==> src/rtl/seq_divider.sv <==
// -----------------------------------------------------------------------------
// seq_divider
//
// Sequential radix-2 restoring divider for unsigned operands. It retires one
// quotient bit per clock. It is the exact reference and low-area fallback for
// the Goldschmidt path of the fixed-point divider datapath.
//
// Build option:
//   SEQ_DIVIDER_FRAC_EN  defined   -> fractional mode, 2*WIDTH iterations,
//                                     q = floor(a * 2^WIDTH / b)  (Q(W).(W)),
//                                     r = (a * 2^WIDTH) mod b
//                        undefined -> integer mode, WIDTH iterations,
//                                     q = {WIDTH'b0, floor(a / b)},
//                                     r = a mod b
//
// Ports:
//   clk          in   single clock, rising edge
//   rst          in   asynchronous active-high reset
//   start        in   division request, sampled on the rising edge
//   a            in   [WIDTH-1:0]   dividend (unsigned)
//   b            in   [WIDTH-1:0]   divisor (unsigned)
//   busy         out  high while iterations are running
//   done         out  one-cycle pulse; q/r/div_by_zero are valid from it on
//   q            out  [2*WIDTH-1:0] quotient (registered)
//   r            out  [WIDTH-1:0]   remainder (registered)
//   div_by_zero  out  result being presented came from b == 0
//
// Handshake: start is a request sampled on the rising edge and is accepted
// whenever the divider is not busy (IDLE or DONE), so start held high launches
// back-to-back divisions. While busy, start is ignored and a/b are not
// re-latched. Each accepted request yields exactly one done pulse unless rst
// intervenes. q, r and div_by_zero hold their value until the next done.
// -----------------------------------------------------------------------------
module seq_divider #(
    parameter int WIDTH = 16
) (
    input  logic               clk,
    input  logic               rst,
    input  logic               start,
    input  logic [WIDTH-1:0]   a,
    input  logic [WIDTH-1:0]   b,
    output logic               busy,
    output logic               done,
    output logic [2*WIDTH-1:0] q,
    output logic [WIDTH-1:0]   r,
    output logic               div_by_zero
);

`ifdef SEQ_DIVIDER_FRAC_EN
    localparam int NI = 2 * WIDTH;
`else
    localparam int NI = WIDTH;
`endif
    localparam int CW = $clog2(NI + 1);

    typedef enum logic [1:0] {
        S_IDLE = 2'd0,
        S_RUN  = 2'd1,
        S_DONE = 2'd2
    } state_t;

    state_t           state;
    state_t           state_nxt;

    logic [CW-1:0]    cnt;      // iterations still to run
    logic [WIDTH-1:0] pr;       // partial remainder; always < b, so the
                                // top bit of the WIDTH+1-bit value is zero
    logic [NI-1:0]    sh;       // dividend bits out at the top, quotient in
    logic [WIDTH-1:0] b_q;      // latched divisor

    logic             accept;
    logic             b_zero;
    logic             last;
    logic [WIDTH:0]   pr_sh;    // WIDTH+1-bit trial remainder
    logic             ge;
    logic [WIDTH-1:0] pr_nxt;
    logic [NI-1:0]    sh_nxt;
    logic [NI-1:0]    sh_load;
    logic [2*WIDTH-1:0] q_ext;

    assign accept = start && (state != S_RUN);
    assign b_zero = (b == '0);
    assign last   = (cnt == CW'(1));

    // One restoring step: shift in the next dividend bit, subtract if it fits.
    assign pr_sh  = {pr, sh[NI-1]};
    assign ge     = (pr_sh >= {1'b0, b_q});
    // When ge is false pr_sh < b, so its top bit is zero and truncation is safe.
    assign pr_nxt = ge ? WIDTH'(pr_sh - {1'b0, b_q}) : pr_sh[WIDTH-1:0];
    assign sh_nxt = {sh[NI-2:0], ge};

`ifdef SEQ_DIVIDER_FRAC_EN
    assign sh_load = {a, {WIDTH{1'b0}}};
    assign q_ext   = sh_nxt;
`else
    assign sh_load = a;
    assign q_ext   = {{WIDTH{1'b0}}, sh_nxt};
`endif

    // ---------------------------------------------------------------- state
    always_ff @(posedge clk or posedge rst) begin
        if (rst) begin
            state <= S_IDLE;
        end else begin
            state <= state_nxt;
        end
    end

    // ----------------------------------------------------------- next state
    always_comb begin
        state_nxt = state;
        case (state)
            S_IDLE: begin
                if (accept) begin
                    state_nxt = b_zero ? S_DONE : S_RUN;
                end
            end
            S_RUN: begin
                if (last) begin
                    state_nxt = S_DONE;
                end
            end
            S_DONE: begin
                if (accept) begin
                    state_nxt = b_zero ? S_DONE : S_RUN;
                end else begin
                    state_nxt = S_IDLE;
                end
            end
            default: state_nxt = S_IDLE;
        endcase
    end

    // -------------------------------------------------------------- outputs
    always_comb begin
        busy = 1'b0;
        done = 1'b0;
        case (state)
            S_RUN:   busy = 1'b1;
            S_DONE:  done = 1'b1;
            default: ;
        endcase
    end

    // ------------------------------------------------------------- datapath
    always_ff @(posedge clk or posedge rst) begin
        if (rst) begin
            cnt         <= '0;
            pr          <= '0;
            sh          <= '0;
            b_q         <= '0;
            q           <= '0;
            r           <= '0;
            div_by_zero <= 1'b0;
        end else if (accept) begin
            b_q <= b;
            pr  <= '0;
            sh  <= sh_load;
            if (b_zero) begin
                // No iterations: the result is published at the accepting edge.
                cnt         <= '0;
                q           <= '1;
                r           <= a;
                div_by_zero <= 1'b1;
            end else begin
                cnt <= CW'(NI);
            end
        end else if (state == S_RUN) begin
            pr  <= pr_nxt;
            sh  <= sh_nxt;
            cnt <= cnt - CW'(1);
            if (last) begin
                q           <= q_ext;
                r           <= pr_nxt;
                div_by_zero <= 1'b0;
            end
        end
    end

endmodule

==> config.mk <==
export PLATFORM = sky130hd
export DESIGN_NAME = seq_divider
export DESIGN_NICKNAME = d
export VERILOG_FILES = /design/src/rtl/seq_divider.sv
export SDC_FILE = /design/constraint.sdc
export NUM_CORES = 1
export LEC_CHECK = 0
export ABC_AREA = 1
export CORE_MARGIN = 2
export CORE_UTILIZATION = 53
export CTS_BUF_LIST = sky130_fd_sc_hd__clkbuf_16
export CTS_CLUSTER_DIAMETER = 60
export CTS_CLUSTER_SIZE = 28
export DETAILED_ROUTE_END_ITERATION = 12
export PLACE_DENSITY_LB_ADDON = 0.3
export SLEW_MARGIN = 40
export SYNTH_ARGS = -nofsm -noshare
export SYNTH_HDL_FRONTEND = slang
export SYNTH_SLANG_ARGS = --single-unit
==> constraint.sdc <==
create_clock -name clk -period 3.1 [get_ports clk]
set_input_delay 0.465 -clock clk [delete_from_list [all_inputs] [get_ports clk]]
set_output_delay 0.465 -clock clk [all_outputs]
set_load 0.01 [all_outputs]
==> results.py, run 1 <==
metrics = {
    "status": {
        "status": "complete, no violations",
    },
    "clock_network": {
        "cts_buffers": 9,
        "worstSkewPairLatency_ps": 350,
        "clk_pin_slew_ps": 60,
        "cts_setup_buffers": 0,
        "htreeDepth": 3,
        "cts_resized": 0,
        "cts_tree": "built",
        "hold_buffers": 0,
        "cts.sinks": 88,
        "cts_root_buf": "clkbuf_16",
        "cts_buffer_depth": 2,
    },
    "global_routing": {
        "overflow": 0,
        "grt_max_degree": 44,
        "grt_pass1_wl_um": 23900,
        "grt_pass1_vias": 4773,
        "grt.busiest_layer": "met2",
        "use_met3_pct": 3.70,
        "grt_usage_pct": 27.8,
        "antenna_found_initial": 0,
        "use_met1_pct": 36.4,
        "grt_use_met2_pct": 46.6,
    },
    "logic_synthesis": {
        "synth_nets": 745,
        "ys_seq_elements": 88,
        "syn_inst": 691,
        "synth_area_sq_um": 5330,
        "synthArstFlopShare_pct": 100,
        "postSynthAreaPerCell_sq_um": 7.71,
        "ys.flop_type": "dfrtp_1",
        "synth_edf_count": 0,
        "yosys_warnings": 0,
        "ys_seq_area_share_pct": 41.4,
        "synth_cell_types": 41,
    },
    "detailed_routing": {
        "viasPerCell": 5.36,
        "avgRoutedWirePerCell_um": 16.2,
        "route.antenna.remaining_nets": 0,
        "drc_errors": 0,
        "routed-via-count": 4772,
        "routed_wl_um": 14400,
        "first_pass_iters": 6,
        "drt_iter0_drc": 400,
    },
    "timing": {
        "finClkSkew_ps": 8.16,
        "fin_crit_ps": 2270,
        "setup_viol": 0,
        "hold_ws_ps": 487,
        "slew_headroom_pct": 54.6,
        "fin_crit_sh_pct": 73.2,
        "rsz0062_at_grt": "no",
        "setup-tns-final_ps": 0,
        "drv_slew": 0,
        "tightest_slew_ps": 678,
        "fmax_mhz": 441,
        "finalHoldViolCount": 0,
    },
    "final_layout": {
        "n_antenna_cell": 0,
        "instances_no_fill": 891,
        "fillers": 847,
        "fin_nets": 807,
        "area_growth_pct": 21.0,
        "drive_above_1_share_pct": 8.44,
    },
    "worst_setup_path": {
        "worstPathRequired_ps": 3330,
        "max_stage_delay_ps": 420,
        "critPathSlowestCell": "dfrtp_1",
        "worstPathMaxFanout": 18,
        "critPathKind": "flop to flop",
        "crit_top_cell": "nand2_1",
        "arrival_ps": 2500,
        "crit_path_start_kind": "flop",
        "path_buf_inv": 0,
        "cp_top_family": "simple AND/OR/NAND/NOR gates",
        "endpoint_kind": "flop",
        "cp_cell_sequence": "ha_1, a21oi_1, o21a_1, nand2_2, nor2_8, nand2_8, nand3_1, nand2_1, nand2_1, nand2_1",
    },
    "floorplan": {
        "core_area_sq_um": 9770,
        "rows": 36,
        "ios": 86,
        "die_w_um": 104,
        "initial_core_util_pct": 54.5,
        "die-area_sq_um": 10900,
        "die_h_um": 104,
    },
    "placement": {
        "io_buffer_count": 85,
        "dp.cells": 875,
        "place_hpwl_um": 11000,
        "gp_congestion": 0.903,
    },
    "hold_path": {
        "hp-class": "primary input to asynchronous set/reset pin",
    },
    "power": {
        "power_density_nw_per_um2": 1290,
        "leakagePower_uw": 0.00329,
        "max-vdd-ir-drop_v": 0.000639,
    },
    "flow_run": {
        "maxCapViolCount": 0,
    },
}
==> metrics by stage <==
step	cell area (sq um)	total power (uW)	utilization, %	worst slack [ps]
finish	6440	8300	65.9	830
CTS	6440	8300	65.9	841
detailed placement	6160	7200	63.0	651
global placement	6160	7090	63.0	668
global route	6440	9040	65.9	644
floorplan	5330	5750	-	356
==> final cells by class <==
class | count | area [sq um] | area share, %
clock buffers | 9 | 225 | 3.50
clock inverters | 7 | 57.6 | 0.893
inverters | 94 | 357 | 5.53
multi-input cells | 467 | 2510 | 39.0
flip-flops and latches | 88 | 2200 | 34.2
well taps | 133 | 166 | 2.58
repair buffers | 93 | 923 | 14.3
==> sequential cells by signal, summed over array words and instances, names as in the netlist <==
name / cells
cnt: 5
sh: 16
q: 17
b_q: 16
pr: 16
r: 16
state: 2
==> cell usage after synthesis, types with 7 or more instances <==
cell / count / share of area (%)
buf_4: 16 / 2.3
o22ai_1: 14 / 1.6
nand4_1: 21 / 2.5
inv_1: 87 / 6.1
nand3_2: 11 / 2.1
ha_1: 18 / 4.2
nor2_1: 46 / 3.2
or2_2: 9 / 1.1
o21ai_0: 19 / 1.8
buf_2: 16 / 1.5
nand2_1: 196 / 14
a22oi_1: 14 / 2.0
o22a_1: 7 / 1.2
a21oi_1: 26 / 2.4
nand3_1: 42 / 3.9
dfrtp_1: 88 / 41
==> worst reg2reg max path, stage by stage (launching register included) <==
cell and delay, ps:
dfrtp_1 420, ha_1 390, a21oi_1 250, o21a_1 180, nand2_2 100, nor2_8 300
nand2_8 170, nand3_1 160, nand2_1 70, nand2_1 70, nand2_1 60
==> per-layer routing <==
| metal | share of wire [%] | vias to the layer above |
|---|---|---|
| met2 | 48 | 166 |
| li1 | - | 2342 |
| met5 | 0 | - |
| met1 | 43 | 2238 |
| met3 | 6.1 | 26 |
| met4 | 2.8 | 0 |
==> layout by cell type, fill, tap and decap left out, types with 18 or more instances in the layout <==
master and n:
a21oi_1 26, clkdlybuf4s50_1 85, dfrtp_1 88, ha_1 18, inv_1 90, nand2_1 196
nand3_1 42, nand4_1 21, nor2_1 46, o21ai_0 19
==> power by group <==
group,internal (uW),switching [uW],total [uW]
combinational,2060,3060,5120
clock,612,449,1060
sequential,1730,390,2120
total,4400,3900,8300
==> kinds of logic after synthesis <==
kind of cell,after synthesis,share of synthesized area (%)
XOR/XNOR,7,1.15
adder cells (fa/ha/maj),19,4.61
buffers and inverters,136,11.5
AO/OA/AOI/OAI,89,10.3
flip-flops,88,41.4
AND/OR/NAND/NOR,352,31.2
==> path summary, 6_finish.rpt <==
check / startpoint / to / slack [ps] / cells past startpoint
min in group clk: b_q[0] / b_q[0] / 490 / 2
hold reg to reg: b_q[0] / b_q[0] / 490 / 2
setup reg to reg: pr[13] / pr[13] / 830 / 10
setup / recovery: pr[13] / pr[13] / 830 / 10
hold / removal: rst / r[3] / 490 / 2
max in group asynchronous: rst / sh[3] / 1780 / 3
Note: power is estimated with default switching activity, not from simulation.
==> run 2, diff against run 1 <==
--- a/config.mk
+++ b/config.mk
@@ -7,7 +7,7 @@
 export LEC_CHECK = 0
 export ABC_AREA = 1
 export CORE_MARGIN = 2
-export CORE_UTILIZATION = 53
+export CORE_UTILIZATION = 49
 export CTS_BUF_LIST = sky130_fd_sc_hd__clkbuf_16
 export CTS_CLUSTER_DIAMETER = 60
 export CTS_CLUSTER_SIZE = 28
==> constraint.sdc (replaced) <==
create_clock -name clk -period 1.85 [get_ports clk]
set_input_delay 0.2775 -clock clk [delete_from_list [all_inputs] [get_ports clk]]
set_output_delay 0.2775 -clock clk [all_outputs]
set_load 0.01 [all_outputs]
==> run 2 against run 1 <==
The run now ends with setup timing left. Cell count increased by 13%. Sequential power increased by 70%. Non-clock buffer count increased by 108. Fmax increased by 10%. First-iteration DRC count decreased by 9.3%. Total power increased by 130%. Critical path depth increased by 3. Global-route usage increased by 0.25 points. Critical path type unchanged.
==> results.py, run 2 (synthesized netlist as in run 1, its figures left out) <==
metrics = {
    "timing": {
        "tightest_slew_ps": 530,
        "drv_slew": 0,
        "rsz0062_at_grt": "yes",
        "setup_viol": 34,
        "fin_crit_ps": 2060,
        "hold_ws_ps": 379,
        "fin_crit_sh_pct": 112,
        "finClkSkew_ps": 5.69,
        "fmax_mhz": 485,
        "finalHoldViolCount": 0,
        "final.setup.worst_slack_ps": -213,
        "slew_headroom_pct": 64.6,
    },
    "power": {
        "switchingPower_uw": 8430,
        "power.internal_uw": 10300,
        "max-vdd-ir-drop_v": 0.00105,
        "combPwrFrac_pct": 70.6,
        "p_clk_share_pct": 10.1,
        "switching_share_pct": 45.0,
        "power_density_nw_per_um2": 2340,
        "power_frac_seq_pct": 19.3,
        "leakagePower_uw": 0.00395,
    },
    "status": {
        "status": "finished, violations left",
        "violations": "setup timing",
    },
    "clock_network": {
        "cts_tree": "built",
        "cts.sinks": 88,
        "cts_root_buf": "clkbuf_16",
        "clk_pin_slew_ps": 70,
        "cts_buffers": 9,
        "htreeDepth": 3,
        "hold_buffers": 0,
        "cts_buffer_depth": 2,
        "worstSkewPairLatency_ps": 350,
    },
    "worst_setup_path": {
        "worstPathRequired_ps": 2140,
        "rrSetupSlack_ps": -210,
        "r2r_start": "pr[8]",
        "reg2reg_to": "pr[5]",
        "startpoint": "pr[8]",
        "rr_worst_depth": 13,
        "crit_end": "pr[5]",
        "worstPathMaxFanout": 5,
        "arrival_ps": 2350,
        "endpoint_kind": "flop",
        "critPathKind": "flop to flop",
        "crit_path_start_kind": "flop",
    },
    "detailed_routing": {
        "drc_errors": 0,
        "routed-via-count": 5448,
        "wl_met2_um": 8330,
        "viasPerCell": 5.42,
        "avgRoutedWirePerCell_um": 16.8,
        "routed_wl_um": 16900,
        "top_layer": "met4",
        "drt_iter0_drc": 363,
        "routedLengthMet1_um": 6940,
        "wl_met3_um": 1170,
        "route.antenna.remaining_nets": 0,
        "first_pass_iters": 5,
    },
    "final_layout": {
        "design_area_sq_um": 7990,
        "largest_register_ff_count": 17,
        "fillers": 755,
        "regMostFlops": "q",
        "layout_commonest_cell": "nand2_1",
        "area_growth_pct": 50.0,
        "fin_nets": 915,
        "layout_common_cells": "nand2_1 (171), buf_4 (98), clkdlybuf4s50_1 (84), dfrtp_1 (83), inv_1 (75)",
        "n_antenna_cell": 0,
        "drive_above_1_share_pct": 31.1,
    },
    "floorplan": {
        "ios": 86,
        "die_h_um": 108,
        "rows": 38,
        "core_area_sq_um": 10700,
        "die-area_sq_um": 11700,
        "initial_core_util_pct": 49.8,
        "die_w_um": 108,
    },
    "flow_run": {
        "maxCapViolCount": 0,
    },
    "global_routing": {
        "grt_max_degree": 64,
        "grt_usage_pct": 28.0,
        "grt_pass1_wl_um": 25100,
        "overflow": 0,
        "grt_pass1_vias": 5165,
        "antenna_found_initial": 0,
    },
    "placement": {
        "place_hpwl_um": 11100,
        "place_area_sq_um": 6860,
        "gp_congestion": 0.893,
        "io_buffer_count": 85,
        "dp_slack_ps": -301,
    },
    "hold_path": {
        "hp-class": "primary input to asynchronous set/reset pin",
    },
}
==> run 2: timing repair <==
action,CTS,global route
setup buffers,13,12
endpoints found under the hold margin,0,0
setup endpoints to repair,52,34
pin swaps,32,58
gates cloned,1,2
gates resized for setup,51,78
==> run 2: worst min path at each step <==
| stage | cells past startpoint | slack [ps] | start | end |
|---|---|---|---|---|
| finish | 3 | 380 | rst | state[1] |
| global route | 3 | 410 | rst | q[0] |
| CTS | 3 | 390 | rst | cnt[2] |
| detailed placement | 2 | 470 | b_q[0] | b_q[0] |
| global placement | 2 | 470 | b_q[0] | b_q[0] |
| floorplan | 2 | 390 | b[0] | b_q[0] |
==> run 2: power by group through the flow <==
stage	clock (uW)	combinational [uW]	sequential [uW]
floorplan	0	6110	3540
detailed placement	0	10000	3500
global route	2000	14300	3700
global placement	0	9830	3470
CTS	1910	11200	3550
finish	1900	13200	3610
==> run 2: area by class of cell <==
type                            instances  area, sq um  area share [%]
Timing Repair Buffer                  201         1900            23.7
Inverter                               94          359            4.49
Clock buffer                            9          225            2.82
Multi-Input combinational cell        467         3050            38.1
Sequential cell                        88         2210            27.6
Clock inverter                          7         77.6           0.971
Tap cell                              140          175            2.19
==> run 2: stage by stage <==
step / std cells / power (uW) / setup TNS, ps / utilization (%)
finish: 1006 / 18700 / -5500 / 74.7
global route: 1006 / 19900 / -7690 / 74.7
CTS: 992 / 16700 / -4270 / 70.4
detailed placement: 963 / 13500 / -8660 / 64.1
global placement: 963 / 13300 / -6320 / 64.1
floorplan: 691 / 9650 / 0 / -
==> run 2: layer usage <==
metal | track usage [%] | vias up
li1 | - | 2548
met1 | 36.0 | 2591
met2 | 47.6 | 262
met3 | 3.80 | 47
met4 | 11.8 | 0
met5 | 0 | -
==> run 2: worst max-delay path: stages (launching register included) <==
cell,delay (ps)
dfrtp_1,440
ha_4,340
nand2_4,70
nor2_4,130
and2_4,180
nand2_4,60
nor2_4,130
nor2_8,80
nand2_8,110
clkbuf_16,160
nand3_2,70
nand2_1,80
nand2_1,70
nand2_1,90
